File: src/rtl/subleq_exec_ctrl.sv
// SUBLEQ execute controller: fetch, two operand reads, write-back and branch over one req/ack port.
// Optional retired-instruction counter on retired_cnt_o when SUBLEQ_PERF_CNT_EN is defined.
module subleq_exec_ctrl #(
  parameter int                WORD_W    = 64,
  parameter int                ADDR_W    = 20,
  parameter logic [ADDR_W-1:0] HALT_ADDR = {ADDR_W{1'b1}}
) (
  input  logic              clk_i,
  input  logic              rst_i,
  input  logic              start_i,
  input  logic [ADDR_W-1:0] start_pc_i,
  output logic              mem_req_o,
  output logic              mem_we_o,
  output logic [ADDR_W-1:0] mem_addr_o,
  output logic [WORD_W-1:0] mem_wdata_o,
  input  logic [WORD_W-1:0] mem_rdata_i,
  input  logic              mem_ack_i,
  output logic [ADDR_W-1:0] pc_o,
  output logic              busy_o,
`ifdef SUBLEQ_PERF_CNT_EN
  output logic [63:0]       retired_cnt_o,
`endif
  output logic              halted_o
);

  // state  | meaning
  // IDLE   | waiting for start after reset
  // FETCH  | reading instruction word at pc
  // RD_A   | reading mem[A]
  // RD_B   | reading mem[B]
  // WRITE  | writing mem[B]-mem[A] to B
  // NEXT   | branch decision, one cycle
  // HALTED | taken branch to HALT_ADDR; waits for start
  typedef enum logic [2:0] {
    IDLE, FETCH, RD_A, RD_B, WRITE, NEXT, HALTED
  } state_t;

  state_t              state_q, state_d;
  logic [ADDR_W-1:0]   pc_q, pc_d;
  logic [ADDR_W-1:0]   a_q, a_d, b_q, b_d, c_q, c_d;
  logic [WORD_W-1:0]   opa_q, opa_d, opb_q, opb_d;
  logic                req_q, req_d, we_q, we_d;
  logic [ADDR_W-1:0]   addr_q, addr_d;
  logic [WORD_W-1:0]   wdata_q, wdata_d;
  logic [63:0]         cnt_q, cnt_d;
  logic [WORD_W-1:0]   res;
  logic                leq;
  logic                acked;

  assign res   = opb_q - opa_q;
  assign leq   = res[WORD_W-1] | (res == '0);
  // An ack only completes a request that is actually outstanding.
  assign acked = req_q & mem_ack_i;

  always_ff @(posedge clk_i) begin
    if (rst_i) begin
      state_q <= IDLE;
      pc_q    <= '0;
      a_q     <= '0;
      b_q     <= '0;
      c_q     <= '0;
      opa_q   <= '0;
      opb_q   <= '0;
      req_q   <= 1'b0;
      we_q    <= 1'b0;
      addr_q  <= '0;
      wdata_q <= '0;
      cnt_q   <= '0;
    end else begin
      state_q <= state_d;
      pc_q    <= pc_d;
      a_q     <= a_d;
      b_q     <= b_d;
      c_q     <= c_d;
      opa_q   <= opa_d;
      opb_q   <= opb_d;
      req_q   <= req_d;
      we_q    <= we_d;
      addr_q  <= addr_d;
      wdata_q <= wdata_d;
      cnt_q   <= cnt_d;
    end
  end

  always_comb begin
    state_d = state_q;
    pc_d    = pc_q;
    a_d     = a_q;
    b_d     = b_q;
    c_d     = c_q;
    opa_d   = opa_q;
    opb_d   = opb_q;
    req_d   = req_q;
    we_d    = we_q;
    addr_d  = addr_q;
    wdata_d = wdata_q;
    cnt_d   = cnt_q;

    unique case (state_q)
      IDLE, HALTED: begin
        if (start_i) begin
          pc_d    = start_pc_i;
          cnt_d   = '0;
          state_d = FETCH;
        end
      end
      FETCH: begin
        if (!req_q) begin
          req_d  = 1'b1;
          we_d   = 1'b0;
          addr_d = pc_q;
        end else if (acked) begin
          req_d   = 1'b0;
          a_d     = mem_rdata_i[ADDR_W-1:0];
          b_d     = mem_rdata_i[2*ADDR_W-1:ADDR_W];
          c_d     = mem_rdata_i[3*ADDR_W-1:2*ADDR_W];
          state_d = RD_A;
        end
      end
      RD_A: begin
        if (!req_q) begin
          req_d  = 1'b1;
          we_d   = 1'b0;
          addr_d = a_q;
        end else if (acked) begin
          req_d   = 1'b0;
          opa_d   = mem_rdata_i;
          state_d = RD_B;
        end
      end
      RD_B: begin
        if (!req_q) begin
          req_d  = 1'b1;
          we_d   = 1'b0;
          addr_d = b_q;
        end else if (acked) begin
          req_d   = 1'b0;
          opb_d   = mem_rdata_i;
          state_d = WRITE;
        end
      end
      WRITE: begin
        if (!req_q) begin
          req_d   = 1'b1;
          we_d    = 1'b1;
          addr_d  = b_q;
          wdata_d = res;
        end else if (acked) begin
          req_d   = 1'b0;
          we_d    = 1'b0;
          state_d = NEXT;
        end
      end
      NEXT: begin
        cnt_d = cnt_q + 64'd1;
        if (leq && (c_q == HALT_ADDR)) begin
          state_d = HALTED;
        end else if (leq) begin
          pc_d    = c_q;
          state_d = FETCH;
        end else begin
          pc_d    = pc_q + ADDR_W'(1);
          state_d = FETCH;
        end
      end
      default: state_d = IDLE;
    endcase
  end

  assign mem_req_o   = req_q;
  assign mem_we_o    = we_q;
  assign mem_addr_o  = addr_q;
  assign mem_wdata_o = wdata_q;
  assign pc_o        = pc_q;
  assign busy_o      = (state_q != IDLE) && (state_q != HALTED);
  assign halted_o    = (state_q == HALTED);

`ifdef SUBLEQ_PERF_CNT_EN
  assign retired_cnt_o = cnt_q;
`else
  logic unused_cnt;
  assign unused_cnt = ^cnt_q;
`endif

endmodule

File: config.mk
export PLATFORM = sky130hd
export DESIGN_NAME = subleq_exec_ctrl
export DESIGN_NICKNAME = d
export VERILOG_FILES = /design/src/rtl/subleq_exec_ctrl.sv
export SDC_FILE = /design/constraint.sdc
export NUM_CORES = 1
export LEC_CHECK = 0
export BUFFER_PORTS_ARGS = -buffer_cell sky130_fd_sc_hd__buf_2
export CAP_MARGIN = 20
export CORE_MARGIN = 2
export CORE_UTILIZATION = 35
export DETAILED_ROUTE_END_ITERATION = 12
export GPL_TIMING_DRIVEN = 0
export HOLD_SLACK_MARGIN = 0.03
export PLACE_DENSITY_LB_ADDON = 0.25
export SKIP_LAST_GASP = 1
export SYNTH_ARGS = -nofsm -noshare
export SYNTH_HDL_FRONTEND = slang
export SYNTH_SLANG_ARGS = --single-unit
File: constraint.sdc
create_clock -name clk_i -period 11.5 [get_ports clk_i]
set_input_delay 0.575 -clock clk_i [delete_from_list [all_inputs] [get_ports clk_i]]
set_output_delay 0.575 -clock clk_i [all_outputs]
set_load 0.01 [all_outputs]
==> key figures, run 1 <==
Power
  • Switching power: 1724 uW
  • Reg power frac: 28.6%
  • Leakage power: between 0.007 and 0.008 uW
  • Maximum vdd drop: 0.1475 mV
  • Clk pwr share: between 20 and 30%
  • Sw Ratio: a little over two fifths
  • Internal: about 2400 uW
  • Total power: approximately 4100 uW
  • Power Dens Cells: roughly 210 mW/mm^2
  • Combinational power share: between 40% and 50%

GRT
  • Global-route wire length before repair: approximately 95 mm
  • Gr usage total: between 20% and 30%
  • Initial antenna violation count: 5
  • Largest net degree at the start of global routing: 14
  • GR Overflow Total: 0
  • Vias in the first global route: about 17,000

Cells and area
  • Final #Nets: 2,738
  • Final Cell Area: roughly 0.02 sq mm
  • N_diodes: 0
  • Filler instances: around 5,000
  • Post-route insts no fill: approximately 3,200
  • Share of layout cells above drive strength 1: around 11%
  • P&R area growth vs syn: 17.60%

Placed design
  • I/O Buffers: 194
  • Post-DP Area: 0.01839 sq mm
  • DP HPWL: 50.21 mm
  • Pre-CTS setup slack: 6008 ps
  • RePlAce Congestion: between 0.9 and 1
  • Placed cells: approximately 3,200

Setup path
  • Type of element capturing the critical path: register
  • Critical path data arrival time: between 6000 and 7000 ps
  • WP data required: 11,900 ps
  • Worst-path maximum fanout: 10
  • Kind of critical path: reg2reg
  • Startpoint Class: register

Yosys
  • Yosys top cell by area: dfxtp_1
  • Syn Area/Cell: between 7 and 8 sq um
  • Synth top area cells: dfxtp_1 (36%), nand2_1 (14%), a21oi_1 (12%), ha_1 (4.8%), nor2_1 (3.5%)
  • Synth cell types: approximately 80
  • Most frequent cells after synthesis: nand2_1 (615), a21oi_1 (392), dfxtp_1 (297), nor2_1 (155), clkbuf_1 (123)
  • Register area share after synthesis: 35.69%
  • Synth async-reset ratio: 0%
  • Net Count, Synth: 2,508
  • Synth Flop Type: dfxtp_1
  • Most frequent cell after synthesis: nand2_1
  • FF+latch count, synth: slightly below 300
  • Synthesized instance count: between 2,000 and 2,500
  • Yosys warning total: 0
  • Number of flops mapped to enable cells by yosys: 0
  • Post-synth top area share: 35.69%
  • Mapped Area: approximately 0.017 sq mm

STA
  • Max Slew Vio Count: 0
  • Measured slew at the worst slew-check pin: 1109 ps
  • RSZ-0062 raised after global routing: false
  • Fin. Hold Viols: 0
  • Clock skew: 20.39 ps
  • Fmax achieved: about 180 MHz
  • Crit path setup slack, layout: 5800 ps
  • Slew HR: 26.09%
  • Final Setup Violations: 0
  • Setup TNS Final: 0 ps
  • Tmin final: around 5700 ps
  • Final Cycle Share: roughly 50%

Hold path
  • Min-delay worst type: in2reg

Die
  • Die area: roughly 0.049 sq mm
  • Top Ports: 196
  • Row count: ~80
  • Die H: 222.2 microns
  • Starting Density: a little over a third
  • Chip width: about 220 microns
  • Core area: about 0.047 sq mm

Status
  • Outcome: finished clean

Clock tree
  • CTS Sinks: 297
  • CTS buffer count: 34
  • Clock transition at path regs: around 60 ps
  • Number of setup buffers added after CTS: 0
  • Clock Tree Buf Depth: 3
  • Post-CTS Hold Buffers: 0
  • Clk root buf: clkbuf_16
  • Clk_lat worst skew: between 500 and 600 ps
  • H-tree levels: 2
  • CTS tree: done
  • # resized after CTS: 0

Run
  • MaxCap Viol Count: 0

Routing
  • Via density: roughly 5.3
  • WL final: between 60 and 70 mm
  • Routed length per placed instance: just under 20 microns
  • DRC viols: 0
  • Drt first pass iters: 6
  • Initial DRC count: roughly 1,300
  • Via count: approximately 17,000
  • Remaining antenna violation count: 0
==> worst paths after layout <==
path | startpoint | endpoint | slack [ps] | depth (start not counted)
max | opa_q[37] | pc_o[14] | 5800 | 19
min | mem_rdata_i[39] | opa_q[39] | 280 | 3
max reg2reg | opa_q[37] | pc_o[14] | 5800 | 19
min reg2reg | mem_wdata_o[51] | mem_wdata_o[51] | 450 | 2
==> power by group through the flow <==
stage                     clock network [uW]  logic, uW  registers [uW]
after floorplan                            0       1130            1200
after global placement                     0       1720            1200
after detailed placement                   0       1740            1200
after CTS                               1190       1750            1180
after global routing                    1230       1910            1190
final                                   1170       1780            1180
==> worst max-delay path, stage by stage (launching register included) <==
cell and delay, ps:
dfxtp_1 340, inv_1 60, ha_1 270, clkbuf_1 340
nand4_1 210, nor3_1 410, and4b_1 260, o2111ai_1 270
and4_1 340, o21bai_1 170, xnor2_1 210, or4_1 630
or4_1 580, buf_2 260, or3_1 340, o21ai_2 270
or2_1 140, buf_2 190, buf_6 170, o32ai_1 70
==> cell families after synthesis <==
family                     share of synthesized area (%)
AOI/OAI and AO/OA                                  23.68
xor gates and xnor gates                           2.892
adders and majority gates                          4.928
buffers and inverters                              6.032
DFF                                                35.69
muxes                                             0.4282
and+or+nand+nor                                    26.35
==> placed cells by master, fill, tap and decap left out, drive strengths merged, types with 6 or more instances in the layout <==
master     n
clkbuf   171
xnor2     31
nand2b     9
xor2      24
inv       96
a211oi    15
nand4     45
buf      229
or4       13
nor4       8
dfxtp    297
a21o      24
a31oi      8
nor3b     12
o211ai    13
o2111ai    7
nand2    615
o32ai     12
nand3     35
nor2     155
a21oi    393
and2      14
nor2b     12
a22o      13
o21ai     92
a221oi    21
nor3      58
o21bai    10
or2       10
o21a      15
mux2i      6
ha        64
or3        7
==> cell type report <==
cell class | instances | area (sq um) | share of cell area (%)
clock buffer | 48 | 963.4 | 4.918
tap | 607 | 759.5 | 3.877
sequential | 297 | 5946 | 30.35
clock inverter | 12 | 237.7 | 1.214
buffer | 158 | 644.4 | 3.289
timing repair buffer | 194 | 970.9 | 4.957
inverter | 96 | 360.3 | 1.840
multi-input combinational | 1804 | 9707 | 49.55
==> per-stage QoR <==
step / hold WS [ps] / utilization [%]
after floorplan: 436.1 / -
after global placement: 442.0 / 39.33
after detailed placement: 447.0 / 39.33
after CTS: 253.9 / 41.90
after global routing: 269.8 / 41.90
final: 280.3 / 41.90
==> routing by layer <==
metal	global-route usage (%)	vias to the layer above	routed length, microns
met5	0	-	44
met4	7.999	6	2047
met3	4.691	116	4094
met2	39.72	607	27670
met1	33.08	7869	28400
li1	-	8572	-
==> flip-flops by register name, indices dropped and copies added, names as in the netlist, 20 cells and up <==
register     cells
mem_addr_o      20
mem_wdata_o     64
c_q             20
a_q             20
pc_o            20
b_q             20
opb_q           64
opa_q           64
Power figures use the tool's default switching activity.
==> inputs of run 2 (changes only) <==
clock period = 5.8 ns   (was 11.5 ns; I/O delays follow)
==> key figures, run 2 (synthesis gave the netlist of run 1 again) <==
Setup path
  • Kind of critical path: reg2reg
  • WP data required: roughly 6200 ps
  • Critical path data arrival time: a little over 6000 ps
  • Type of element capturing the critical path: register
  • Startpoint Class: register
  • Worst-path maximum fanout: 10
  • Reg2reg path depth: 19

Power
  • Combinational power share: 43.3%
  • Power Dens Cells: 406.6 mW/mm^2
  • Maximum vdd drop: 0.2926 mV
  • Reg power frac: around 28%
  • Total power: between 8000 and 9000 uW
  • Leakage power: 0.008061 uW
  • Switching power: ~3400 uW
  • Clk pwr share: ~28%
  • Sw Ratio: between 40% and 50%
  • Internal: between 4000 and 5000 uW

Routing
  • WL final: approximately 63 mm
  • Metal3 WL: between 4 and 5 mm
  • Routed wl met2: 28.12 mm
  • Routed length per placed instance: approximately 19 microns
  • Via density: 5.365
  • Wl on met1: 28.75 mm
  • Remaining antenna violation count: 0
  • Highest routed layer: met5
  • Initial DRC count: approximately 1,400
  • Drt first pass iters: 5
  • DRC viols: 0
  • Via count: 17,570

Die
  • Die area: around 0.05 sq mm
  • Row count: around 80
  • Core area: approximately 0.047 sq mm
  • Top Ports: 196
  • Starting Density: 35.63%
  • Chip width: 222.2 microns
  • Die H: about 220 microns

STA
  • Max Slew Vio Count: 0
  • Setup TNS Final: 0 ps
  • Fin. Hold Viols: 0
  • Tmin final: about 5700 ps
  • Fmax achieved: 175.7 MHz
  • Final Cycle Share: 98.14%
  • RSZ-0062 raised after global routing: false
  • Clock skew: 21.72 ps
  • Final Setup Violations: 0
  • Measured slew at the worst slew-check pin: ~1100 ps
  • Slew HR: 27.64%

Clock tree
  • CTS buffer count: 34
  • Clock transition at path regs: 70 ps
  • # resized after CTS: 0
  • Number of setup buffers added after CTS: 0
  • CTS Sinks: between 200 and 300
  • Clk_lat worst skew: between 500 and 600 ps
  • Clock Tree Buf Depth: 3
  • H-tree levels: 2
  • Clk root buf: clkbuf_16
  • CTS tree: done

Cells and area
  • Most common cell after layout, fill and taps aside: nand2_1
  • Final #Nets: between 2,000 and 3,000
  • Share of layout cells above drive strength 1: between 10% and 20%
  • Post-route insts no fill: 3,275
  • Final Cell Area: a little over 0.02 sq mm
  • Commonest non-fill, non-tap cells in the layout: nand2_1 (615), a21oi_1 (392), dfxtp_1 (297)
  • N_diodes: 0
  • P&R area growth vs syn: 21.22%

Placed design
  • DP HPWL: about 50 mm
  • Placed cells: 3,156
  • RePlAce Congestion: approximately 0.92
  • Post-DP Area: around 0.018 sq mm
  • I/O Buffers: approximately 190

Hold path
  • Hold Path Stages: 3
  • Min-delay worst type: in2reg

GRT
  • Vias in the first global route: 16,960
  • GR Overflow Total: 0
  • Global-route wire length before repair: 97.42 mm
  • Gr usage total: between 20% and 30%
  • Largest net degree at the start of global routing: 14
  • Initial antenna violation count: 3

Status
  • Outcome: finished clean

Run
  • MaxCap Viol Count: 0
## run 2: critical path, stage by stage, from the launching register on
cell and delay, ps:
dfxtp_1 350, inv_1 50, ha_1 270, clkbuf_1 290, nand4_1 230, nor3_1 420, and4b_1 270, o2111ai_1 270
and4_1 340, o21bai_1 180, xnor2_1 210, or4_1 630, or4_1 570, buf_2 260, or3_1 340, o21ai_2 280
or2_1 140, buf_2 190, buf_6 170, o32ai_1 80
## run 2: what timing repair did
action / CTS / global route
endpoints found under the hold margin: 159 / 0
endpoints found under the setup margin: 0 / 10
hold buffers: 61 / 0
## run 2: final cells by class
| class | instances | area, sq um |
|---|---|---|
| clock buffer | 48 | 963.4 |
| timing repair buffer | 255 | 1582 |
| sequential | 297 | 5946 |
| fill | 4923 | 26560 |
| multi-input combinational | 1804 | 9707 |
| buffer | 156 | 636.9 |
| inverter | 96 | 360.3 |
| tap | 607 | 759.5 |
| clock inverter | 12 | 237.7 |
## run 2: worst paths after layout
path                        start              end  slack, ps
setup / recovery        opa_q[27]         pc_o[14]        110
hold / removal    mem_rdata_i[38]        opa_q[38]         50
setup reg to reg        opa_q[27]         pc_o[14]        110
hold reg to reg   mem_wdata_o[51]  mem_wdata_o[51]        450
## run 2: through the flow
stage / hold WS [ps] / util, % / setup WS, ps
after global placement: 442.0 / 39.33 / 270.8
after global routing: 36.12 / 43.19 / 3.031
after detailed placement: 447.0 / 39.33 / 308.2
final: 51.49 / 43.19 / 107.9
after CTS: 32.63 / 43.20 / 238.1
after floorplan: 426.0 / - / 1337
## run 2: routing by layer
layer | vias up | global-route usage [%]
met1 | 8059 | 33.78
met2 | 677 | 40.16
li1 | 8696 | -
met5 | - | 0
met4 | 4 | 9.002
met3 | 135 | 4.453
## run 2: power by group through the flow
stage | clock network [uW] | registers (uW) | logic [uW]
after floorplan | 0 | 2370 | 2250
after global placement | 0 | 2380 | 3410
after detailed placement | 0 | 2370 | 3440
after CTS | 2350 | 2330 | 3490
after global routing | 2440 | 2350 | 3830
final | 2320 | 2340 | 3550
